[src/rtl/path_stream_pkg.sv]
// Shared constants for the path result streamer: beat kinds, sentinel words
// and FSM state encodings.
package path_stream_pkg;

    // Beat kind tags carried on out_kind
    localparam logic [1:0] KIND_HOP     = 2'b00;
    localparam logic [1:0] KIND_UNREACH = 2'b01;
    localparam logic [1:0] KIND_TERM    = 2'b10;
    localparam logic [1:0] KIND_NEGCYC  = 2'b11;

    // Sentinel words written by the Bellman-Ford core
    localparam logic [15:0] TERM_WORD    = 16'h0000;
    localparam logic [15:0] UNREACH_WORD = 16'hFFFF;

    // Walker FSM state encodings
    typedef logic [2:0] state_t;
    localparam state_t ST_IDLE    = 3'd0;
    localparam state_t ST_ISSUE   = 3'd1;
    localparam state_t ST_CAPTURE = 3'd2;
    localparam state_t ST_EMIT    = 3'd3;
    localparam state_t ST_FINISH  = 3'd4;

endpackage

[src/rtl/path_result_streamer.sv]
// Walks the shortest-path result RAM from a base address and streams each
// entry, tagged by kind, over valid/ready until the terminator word. A
// negative-cycle flag replaces the walk with a single status beat.
module path_result_streamer
    import path_stream_pkg::*;
#(
    parameter int ADDR_WIDTH  = 14,
    parameter int DATA_WIDTH  = 16,
    parameter int MAX_ENTRIES = 16383
) (
    input  logic                  clock,
    input  logic                  reset,
    input  logic                  start,
    input  logic                  n_exist,
    input  logic [ADDR_WIDTH-1:0] base_addr,
    output logic                  mem_rd_en,
    output logic [ADDR_WIDTH-1:0] mem_addr,
    input  logic [DATA_WIDTH-1:0] mem_rdata,
    output logic                  out_valid,
    input  logic                  out_ready,
    output logic [DATA_WIDTH-1:0] out_data,
    output logic [1:0]            out_kind,
    output logic                  out_last,
    output logic                  busy,
    output logic                  done,
    output logic                  truncated,
    output logic [ADDR_WIDTH-1:0] entry_count
);

    localparam logic [ADDR_WIDTH-1:0] CAP_IDX = ADDR_WIDTH'(MAX_ENTRIES - 1);

    state_t                state;
    logic [ADDR_WIDTH-1:0] base_r;
    logic [ADDR_WIDTH-1:0] idx;
    logic                  is_term;
    logic                  is_unreach;
    logic                  at_cap;

    // Classify the word returned by the RAM and detect the walk cap
    always_comb begin
        is_term    = (mem_rdata == DATA_WIDTH'(TERM_WORD));
        is_unreach = (mem_rdata == DATA_WIDTH'(UNREACH_WORD));
        at_cap     = (idx == CAP_IDX);
    end

    // Walker FSM and registered output beat
    always_ff @(posedge clock or posedge reset) begin
        if (reset) begin
            state       <= ST_IDLE;
            base_r      <= '0;
            idx         <= '0;
            out_data    <= '0;
            out_kind    <= KIND_HOP;
            out_last    <= 1'b0;
            entry_count <= '0;
            truncated   <= 1'b0;
        end else begin
            case (state)
                ST_IDLE: begin
                    if (start) begin
                        base_r      <= base_addr;
                        idx         <= '0;
                        entry_count <= '0;
                        truncated   <= 1'b0;
                        if (n_exist) begin
                            out_data <= '0;
                            out_kind <= KIND_NEGCYC;
                            out_last <= 1'b1;
                            state    <= ST_EMIT;
                        end else begin
                            state    <= ST_ISSUE;
                        end
                    end
                end
                ST_ISSUE: begin
                    state <= ST_CAPTURE;
                end
                ST_CAPTURE: begin
                    out_data <= mem_rdata;
                    if (is_term) begin
                        out_kind <= KIND_TERM;
                        out_last <= 1'b1;
                    end else begin
                        out_kind <= is_unreach ? KIND_UNREACH : KIND_HOP;
                        out_last <= at_cap;
                        if (at_cap) begin
                            truncated <= 1'b1;
                        end
                    end
                    state <= ST_EMIT;
                end
                ST_EMIT: begin
                    if (out_ready) begin
                        entry_count <= entry_count + 1'b1;
                        if (out_last) begin
                            state <= ST_FINISH;
                        end else begin
                            idx   <= idx + 1'b1;
                            state <= ST_ISSUE;
                        end
                    end
                end
                ST_FINISH: begin
                    state <= ST_IDLE;
                end
                default: begin
                    state <= ST_IDLE;
                end
            endcase
        end
    end

    // Strobes decoded from state; address wraps naturally at ADDR_WIDTH bits
    always_comb begin
        mem_rd_en = (state == ST_ISSUE);
        mem_addr  = base_r + idx;
        out_valid = (state == ST_EMIT);
        busy      = (state == ST_ISSUE) || (state == ST_CAPTURE) || (state == ST_EMIT);
        done      = (state == ST_FINISH);
    end

endmodule

[config.mk]
export PLATFORM = sky130hd
export DESIGN_NAME = path_result_streamer
export DESIGN_NICKNAME = d
export VERILOG_FILES = /design/src/rtl/path_stream_pkg.sv /design/src/rtl/path_result_streamer.sv
export SDC_FILE = /design/constraint.sdc
export NUM_CORES = 1
export LEC_CHECK = 0
export BUFFER_PORTS_ARGS = -buffer_cell sky130_fd_sc_hd__buf_2
export CAP_MARGIN = 20
export CORE_MARGIN = 4
export CORE_UTILIZATION = 54
export DETAILED_ROUTE_END_ITERATION = 7
export GPL_ROUTABILITY_DRIVEN = 1
export PLACE_DENSITY = 0.9
export SYNTH_ARGS = -nofsm -noshare
export SYNTH_HDL_FRONTEND = slang
export SYNTH_SLANG_ARGS = --single-unit
export TNS_END_PERCENT = 10
[constraint.sdc]
create_clock -name clock -period 3 [get_ports clock]
set_clock_uncertainty 0.2 [all_clocks]
set_input_delay 0.3 -clock clock [delete_from_list [all_inputs] [get_ports clock]]
set_output_delay 0.3 -clock clock [all_outputs]
set_load 0.01 [all_outputs]
==> flow_summary.json, run 1 <==
{
  "dieHeight_um": 90.2,
  "run_status": "finished, final reports clean",
  "cts.clk_slew.worst_paths_ns": 0.07,
  "num-fill-cells": 485,
  "ys_ff_latch": 65,
  "io_buffers": 86,
  "rsz0062_at_grt": "yes",
  "drcViolationCount": 0,
  "crit_start": "base_r[0]",
  "final_nets": 521,
  "grt_pass1_wl_mm": 15.1,
  "netlist_top_cells_count": "dfrtp_1 (65), nor2_1 (42), nand2_1 (26)",
  "critical_path_class": "reg -> out",
  "antenna_found_initial": 0,
  "multiInputGateArea_um2": 1950,
  "synth_cell_types": 55,
  "drt_wl_total_mm": 8.80,
  "worstReg2RegStart": "state[0]",
  "syn-instance-count": 367,
  "tightest_slew_ns": 0.865,
  "crit_path_max_fanout": 3,
  "finalSetupTns_ns": 0,
  "drt-initial-drc-count": 190,
  "die_w_um": 90.2,
  "grt_max_degree": 44,
  "start_util": 0.565,
  "cp-end-kind": "output port",
  "synth.most_common_cell": "dfrtp_1",
  "syn_area_um2": 3650,
  "timing.final.crit_share": 0.987,
  "dr.pass1.iters": 4,
  "num_rows": 29,
  "ys.flop_type": "dfrtp_1",
  "coreArea_um2": 6460,
  "dieArea_um2": 8140,
  "critPathLaunchType": "flop",
  "max_slew_margin": 0.423,
  "clk-insertion-delay-late_ns": 0.34,
  "cp.arrival_ns": 2.46,
  "slew_violations": 0,
  "fmax_mhz": 338,
  "num_vias": 3240,
  "hp-class": "in -> reg",
  "drive_gt1_frac": 0.283,
  "yosys.area.top_type": "dfrtp_1",
  "grt-ovfl-total": 0,
  "ctsHtreeMaxLevel": 3,
  "io_pins": 87,
  "finalSetupViolCount": 0,
  "async_flop_share": 1.00,
  "area_delta_synth_final_pct": 24.2,
  "grt_pass1_vias": 3203,
  "min_from": "mem_rdata[5]",
  "drv_cap": 0,
  "cts_buffer_depth": 2,
  "n_antenna_cell": 0,
  "ir_drop_mv": 0.543,
  "synth.avg_cell_area_um2": 9.94,
  "required_ns": 2.50,
  "hold_viol_final": 0,
  "synth_warnings": 0,
  "synth_top_area_frac": 0.446,
  "wl_per_cell_um": 16.0,
  "cts_buffers": 9,
  "seq_area_frac_synth": 0.446,
  "gp_congestion": 0.846,
  "cts_tree": "done",
  "dp_hpwl_mm": 6.42,
  "leakage_nw": 2.19,
  "p_per_area_nw_per_um2": 933,
  "cts_root_buffer": "clkbuf_8",
  "synth_edf_count": 0,
  "synthTopCellsByArea": "dfrtp_1 (45%), ha_1 (5.5%), nor2_1 (4.3%)",
  "clock-sinks": 65,
  "layout_min_cycle_time_ns": 2.96,
  "synth_nets": 419,
  "power.total_mw": 4.23,
  "register_area_um2": 1630,
  "postRouteAntennaNets": 0,
  "routed_via_density": 5.88,
  "grt_usage": 0.226
}
metal layers:
layer	vias to the layer above	track usage	routed length [µm]
met4	0	0.0855	136
met2	100	0.373	4310
met5	-	0	0
met1	1570	0.294	3870
met3	13	0.0442	482
li1	1557	-	-
report_power, final:
| part | leakage [nW] | internal [mW] | switching [mW] | total, mW |
|---|---|---|---|---|
| Clock | 0.106 | 0.464 | 0.335 | 0.798 |
| Sequential | 0.836 | 1.17 | 0.276 | 1.44 |
| Combinational | 1.25 | 0.898 | 1.09 | 1.99 |
| Total | 2.19 | 2.53 | 1.70 | 4.23 |
cell families (layout without fill, tap and decap cells):
group | Yosys count | count (layout) | synth area share
mux | 13 | 13 | 0.0401
flops | 65 | 65 | 0.446
buf+inv | 25 | 132 | 0.0295
compound gates | 81 | 81 | 0.166
fa+ha+maj | 17 | 17 | 0.0604
simple gates | 142 | 142 | 0.201
xor+xnor | 24 | 24 | 0.0576
cell usage in the layout, fill, tap and decap left out, drive strengths merged, types with 13 or more instances in the layout:
| master | instances |
|---|---|
| a21oi | 17 |
| a22o | 16 |
| buf | 93 |
| dfrtp | 65 |
| dlygate4sd3 | 13 |
| ha | 16 |
| mux2 | 13 |
| nand2 | 26 |
| nand4 | 15 |
| nor2 | 42 |
| o21ai | 14 |
| xor2 | 14 |
timing repair:
| item | in CTS | in global routing |
|---|---|---|
| endpoints found under the setup margin | 2 | 4 |
| hold buffers | 13 | 0 |
| buffers inserted | 1 | 1 |
| hold endpoints to repair | 53 | 0 |
| pin swaps | 0 | 3 |
| resized for setup | 6 | 3 |
cell type report:
type                    count  share of cell area
flip-flops and latches     65               0.359
inverters                  10             0.00828
clock inverters             6              0.0182
multi-input cells         277               0.430
repair buffers            106               0.135
well taps                  77              0.0213
clock buffers              10              0.0282
state kept, by name (all words and copies together) (netlist names):
signal	count
truncated	1
state	3
out_kind	2
entry_count	14
base_r	14
out_last	1
out_data	16
idx	14
metrics by stage:
| stage | setup WS, ns | hold WS [ns] | util | cells | instance area [µm²] |
|---|---|---|---|---|---|
| floorplan | 0.246 | 0.217 | - | 367 | 3650 |
| global placement | 0.313 | 0.272 | 0.642 | 520 | 4150 |
| detailed placement | 0.198 | 0.279 | 0.642 | 520 | 4150 |
| CTS | 0.0301 | 0.000863 | 0.698 | 550 | 4510 |
| global route | -0.114 | 0.00000699 | 0.702 | 551 | 4530 |
| finish | 0.0400 | 0.0136 | 0.702 | 551 | 4530 |
critical path, cell delays in order, from the launching register on:
cell	delay [ns]
dfrtp_1	0.35
ha_1	0.17
inv_1	0.07
fa_2	0.44
nor2b_4	0.17
o2111ai_4	0.13
a21o_1	0.21
and2_1	0.18
o311ai_1	0.22
buf_2	0.18
path summary, 6_finish.rpt:
kind / end / depth (start not counted) / slack [ns]
max in group asynchronous: idx[6] / 4 / 1.36
min in group asynchronous: out_data[8] / 3 / 0.49
setup reg to reg: idx[13] / 5 / 0.53
hold / removal: out_data[5] / 2 / 0.01
hold reg to reg: out_data[12] / 1 / 0.30
setup / recovery: mem_addr[10] / 9 / 0.04
No activity file was read; power rests on OpenSTA's default activity.
==> inputs of run 2 (changes only) <==
- RECOVER_POWER: default -> 50
==> run 2 against run 1 <==
Against the previous run: the run now ends with max-capacitance violations, max-slew violations left; die area unchanged; final area decreased by 1.2%; global-route usage unchanged; utilization decreased by 0.81 points; first-iteration DRC count decreased by 0.53%; critical path depth unchanged; clock-buffer cell count unchanged; total power decreased by 0.94%; highest routed layer unchanged.
==> flow_summary.json, run 2 (synthesis gave the netlist of run 1 again) <==
{
  "tightest_slew_ns": 1.56,
  "cts_tree": "done",
  "finalSetupTns_ns": 0,
  "rsz0062_at_grt": "yes",
  "placed_area_um2": 4150,
  "grt-ovfl-total": 0,
  "cp-end-kind": "output port",
  "regMostFlops": "out_data",
  "num-fill-cells": 511,
  "finalSetupViolCount": 0,
  "dr.pass1.iters": 7,
  "crit_chain": "ha_1, inv_1, fa_2, nor2b_4, o2111ai_4, a21o_1, and2_1, o311ai_1, buf_2",
  "drt_wl_total_mm": 8.80,
  "largest_reg_flops": 16,
  "layout_min_cycle_time_ns": 2.96,
  "start_util": 0.565,
  "pre_cts_ws_ns": 0.198,
  "critPathLaunchType": "flop",
  "cp.arrival_ns": 2.46,
  "hp-class": "in -> reg",
  "gp_congestion": 0.846,
  "grt_pass1_vias": 3203,
  "run_status": "complete, but fails checks",
  "wl_per_cell_um": 16.0,
  "n_antenna_cell": 0,
  "slew_violations": 44,
  "routed_via_density": 5.87,
  "max_slew_margin": -0.0414,
  "drive_gt1_frac": 0.203,
  "layout_commonest_cell": "dfrtp_1",
  "io_buffers": 86,
  "num_rows": 29,
  "post-route-util": 0.694,
  "ir_drop_mv": 0.527,
  "drv_cap": 1,
  "layout.cells.most_common_list": "dfrtp_1 (64), buf_2 (51), nor2_1 (42), clkbuf_1 (37), nand2_1 (26)",
  "required_ns": 2.50,
  "cts_buffer_depth": 2,
  "area_delta_synth_final_pct": 22.8,
  "dieHeight_um": 90.2,
  "grt_max_degree": 44,
  "drt-initial-drc-count": 189,
  "setup_ws_ns": 0.0376,
  "multiInputGateArea_um2": 1940,
  "critical_path_class": "reg -> out",
  "fmax_mhz": 338,
  "grt_usage": 0.226,
  "clk-insertion-delay-late_ns": 0.34,
  "dp_hpwl_mm": 6.42,
  "design_area_um2": 4480,
  "grt_pass1_wl_mm": 15.1,
  "crit_path_max_fanout": 3,
  "final_nets": 521,
  "leakage_nw": 2.06,
  "cts_root_buffer": "clkbuf_8",
  "io_pins": 87,
  "ctsHtreeMaxLevel": 3,
  "cpPeakStageDelay_ns": 0.44,
  "clock-sinks": 65,
  "hold_viol_final": 0,
  "antenna_found_initial": 0,
  "register_area_um2": 1630,
  "die_w_um": 90.2,
  "num_vias": 3233,
  "drcViolationCount": 0,
  "violations": "max-capacitance violations, max-slew violations",
  "coreArea_um2": 6460,
  "cts.clk_slew.worst_paths_ns": 0.07,
  "cts_buffers": 9,
  "timing.final.crit_share": 0.987,
  "postRouteAntennaNets": 0,
  "p_per_area_nw_per_um2": 935,
  "dieArea_um2": 8140,
  "cp_slowest_cell": "fa_2"
}
run 2: cell type report:
type,count,share of cell area
flip-flops and latches,65,0.363
multi-input cells,277,0.434
repair buffers,106,0.126
inverters,10,0.00838
clock buffers,10,0.0285
well taps,77,0.0215
clock inverters,6,0.0184
run 2: what timing repair did:
action | in CTS | in global routing
hold buffers | 13 | 0
setup buffers | 1 | 1
hold endpoints to repair | 53 | 0
gates resized for setup | 6 | 3
setup endpoints to repair | 2 | 4
pin swaps | 0 | 3
run 2: where the power goes:
group / internal (mW) / switching (mW)
Sequential: 1.17 / 0.278
Clock: 0.464 / 0.335
Combinational: 0.855 / 1.09
Total: 2.49 / 1.70
run 2: final timing paths:
| kind | startpoint | end | slack, ns | depth (start not counted) |
|---|---|---|---|---|
| worst max-delay path | base_r[0] | mem_addr[10] | 0.04 | 9 |
| worst min-delay path | mem_rdata[10] | out_data[10] | 0.01 | 2 |
| worst max register to register | state[0] | idx[13] | 0.54 | 5 |
| worst min register to register | out_data[12] | out_data[12] | 0.30 | 1 |
| max in group asynchronous | reset | base_r[6] | 0.73 | 4 |
| min in group asynchronous | reset | out_data[8] | 0.78 | 3 |
run 2: worst max-delay path: cells and delay by family (launching register included):
| kind | cells | cell delay [ns] |
|---|---|---|
| fa+ha+maj | 2 | 0.61 |
| compound gates | 3 | 0.56 |
| flops | 1 | 0.35 |
| buf+inv | 2 | 0.25 |
| simple gates | 2 | 0.35 |
run 2: per-layer routing:
metal / share of wire / global-route usage
met1: 0.45 / 0.294
met2: 0.49 / 0.373
met3: 0.049 / 0.0442
met4: 0.015 / 0.0855
met5: 0 / 0
run 2: per-stage QoR:
step,hold slack [ns],power (mW),std cells
after CTS,0.000863,4.20,550
after global routing,0.00000699,4.49,551
after floorplan,0.217,2.70,367
after detailed placement,0.279,3.36,520
after global placement,0.272,3.26,520
final,0.0148,4.19,551
==> inputs of run 3 (changes only) <==
- CORE_MARGIN: 4 -> 2
- clock period: 3 -> 3.1 ns (I/O delays scaled with it)
==> run 3 against run 2 <==
Against the previous run: the flow now finishes without violations; sequential share of layout area rose by 0.17 points; setup slack improved by 0.12 ns; register-to-register slack improved by 0.11 ns.
==> flow_summary.json, run 3 (synthesis gave the netlist of run 1 again) <==
{
  "multiInputGateArea_um2": 1930,
  "critPathLaunchType": "flop",
  "min_path_cells": 2,
  "register_area_um2": 1630,
  "worstReg2RegStart": "state[0]",
  "num_vias": 3182,
  "cts.clk_slew.worst_paths_ns": 0.06,
  "drive_gt1_frac": 0.206,
  "ctsHtreeMaxLevel": 3,
  "wl_per_cell_um": 15.5,
  "dieHeight_um": 86.2,
  "layout.cells.most_common_list": "dfrtp_1 (64), buf_2 (51), nor2_1 (42), clkbuf_1 (35), nand2_1 (26)",
  "grt-ovfl-total": 0,
  "finalSetupViolCount": 0,
  "cp.arrival_ns": 2.43,
  "io_pins": 87,
  "cts_buffers": 9,
  "start_util": 0.565,
  "gp_congestion": 0.858,
  "grt_usage": 0.242,
  "num_rows": 29,
  "crit_chain": "ha_1, inv_1, fa_2, nor2b_4, o2111ai_2, a21o_1, and2_1, o311ai_1, buf_2",
  "hold_viol_final": 0,
  "die_w_um": 86.2,
  "highest_layer": "met4",
  "largest_reg_flops": 16,
  "reg2regPathDepth": 5,
  "run_status": "finished, final reports clean",
  "final_nets": 519,
  "design_area_um2": 4460,
  "postRouteAntennaNets": 0,
  "wl_met3_um": 451,
  "dr.pass1.iters": 4,
  "grt_pass1_wl_mm": 14.2,
  "routed_via_density": 5.81,
  "hold_end": "base_r[0]",
  "antenna_found_initial": 0,
  "clock-sinks": 65,
  "cts_root_buffer": "clkbuf_8",
  "crit_path_max_fanout": 3,
  "cts_tree": "done",
  "leakage_nw": 2.06,
  "cp_slowest_cell": "fa_2",
  "grt_max_degree": 50,
  "cpPeakStageDelay_ns": 0.38,
  "p_per_area_nw_per_um2": 898,
  "timing.rr.end": "idx[13]",
  "hp-class": "in -> reg",
  "max_slew_margin": 0.163,
  "grt_pass1_vias": 3124,
  "n_antenna_cell": 0,
  "drt-met1-wl_mm": 3.80,
  "regMostFlops": "out_data",
  "layout_min_cycle_time_ns": 2.94,
  "drcViolationCount": 0,
  "ir_drop_mv": 0.532,
  "cts_buffer_depth": 2,
  "dp_hpwl_mm": 6.00,
  "slew_violations": 0,
  "fmax_mhz": 340,
  "min_from": "base_addr[0]",
  "required_ns": 2.59,
  "num-fill-cells": 483,
  "post-route-util": 0.690,
  "coreArea_um2": 6460,
  "dieArea_um2": 7430,
  "tightest_slew_ns": 1.25,
  "cp-end-kind": "output port",
  "drt_wl_total_mm": 8.47,
  "critical_path_class": "reg -> out",
  "wl_met2_mm": 4.05,
  "r2r_slack_ns": 0.65,
  "area_delta_synth_final_pct": 22.2,
  "clk-insertion-delay-late_ns": 0.34,
  "placed_area_um2": 4140,
  "layout_commonest_cell": "dfrtp_1",
  "drv_cap": 0,
  "io_buffers": 86,
  "drt-initial-drc-count": 160,
  "timing.final.crit_share": 0.950
}
[run 3: changes by cell type in the layout (fill, tap and decap cells not counted)]
cell and change:
clkbuf_8 +4, dlygate4sd3_1 -3, clkbuf_1 -2, clkinv_2 -2, buf_4 +1, bufinv_16 -1
clkinvlp_4 -1, dlymetal6s2s_1 +1, o2111ai_2 +1, o2111ai_4 -1, o21ai_0 +1, o21ai_1 -1
[run 3: worst max-delay path by stage]
| stage | startpoint | endpoint | depth (start not counted) |
|---|---|---|---|
| 2_1_floorplan | idx[0] | mem_addr[12] | 8 |
| 3_3_place_gp | idx[1] | mem_addr[12] | 8 |
| 3_5_place_dp | idx[1] | mem_addr[12] | 8 |
| 4_1_cts | base_r[0] | mem_addr[12] | 9 |
| 5_1_grt | base_r[0] | mem_addr[12] | 9 |
| 6_report | base_r[0] | mem_addr[12] | 9 |
[run 3: metrics by stage]
stage                     hold WS, ns  total power [mW]  std cells  TNS [ns]  worst slack, ns
after floorplan                 0.227              2.61        367         0            0.336
after global placement          0.271              3.15        519         0            0.405
after detailed placement        0.277              3.22        519         0            0.318
after CTS                    0.000184              4.02        544         0           0.0650
after global routing          0.00960              4.29        548  -0.00965         -0.00965
final                          0.0116              4.00        548         0            0.156
[run 3: timing repair]
action / CTS / global route
pin swaps: 0 / 1
endpoints found under the setup margin: 2 / 2
hold buffers: 9 / 1
endpoints found under the hold margin: 9 / 22
buffers inserted: 1 / 2
gates resized for setup: 4 / 3
[run 3: cell type report]
type | count | area share
multi-input cells | 277 | 0.433
flip-flops and latches | 65 | 0.365
repair buffers | 104 | 0.124
clock buffers | 13 | 0.0401
well taps | 77 | 0.0216
inverters | 10 | 0.00842
clock inverters | 2 | 0.00786
[run 3: critical path: cells and delay by family, from the launching register on]
kind                       cells  cell delay (ns)
buffers and inverters          2             0.23
and+or+nand+nor                2             0.34
DFF                            1             0.36
adders and majority gates      2             0.56
AOI/OAI and AO/OA              3             0.60
[run 3: report_power, final]
part	switching [mW]	internal (mW)	leakage [nW]
clock	0.310	0.454	0.112
combinational	1.02	0.826	1.12
sequential	0.266	1.13	0.836
[run 3: metal layers]
metal | track usage | vias to the layer above
li1 | - | 1543
met1 | 0.322 | 1514
met2 | 0.397 | 104
met3 | 0.0410 | 21
met4 | 0.0952 | 0
met5 | 0 | -
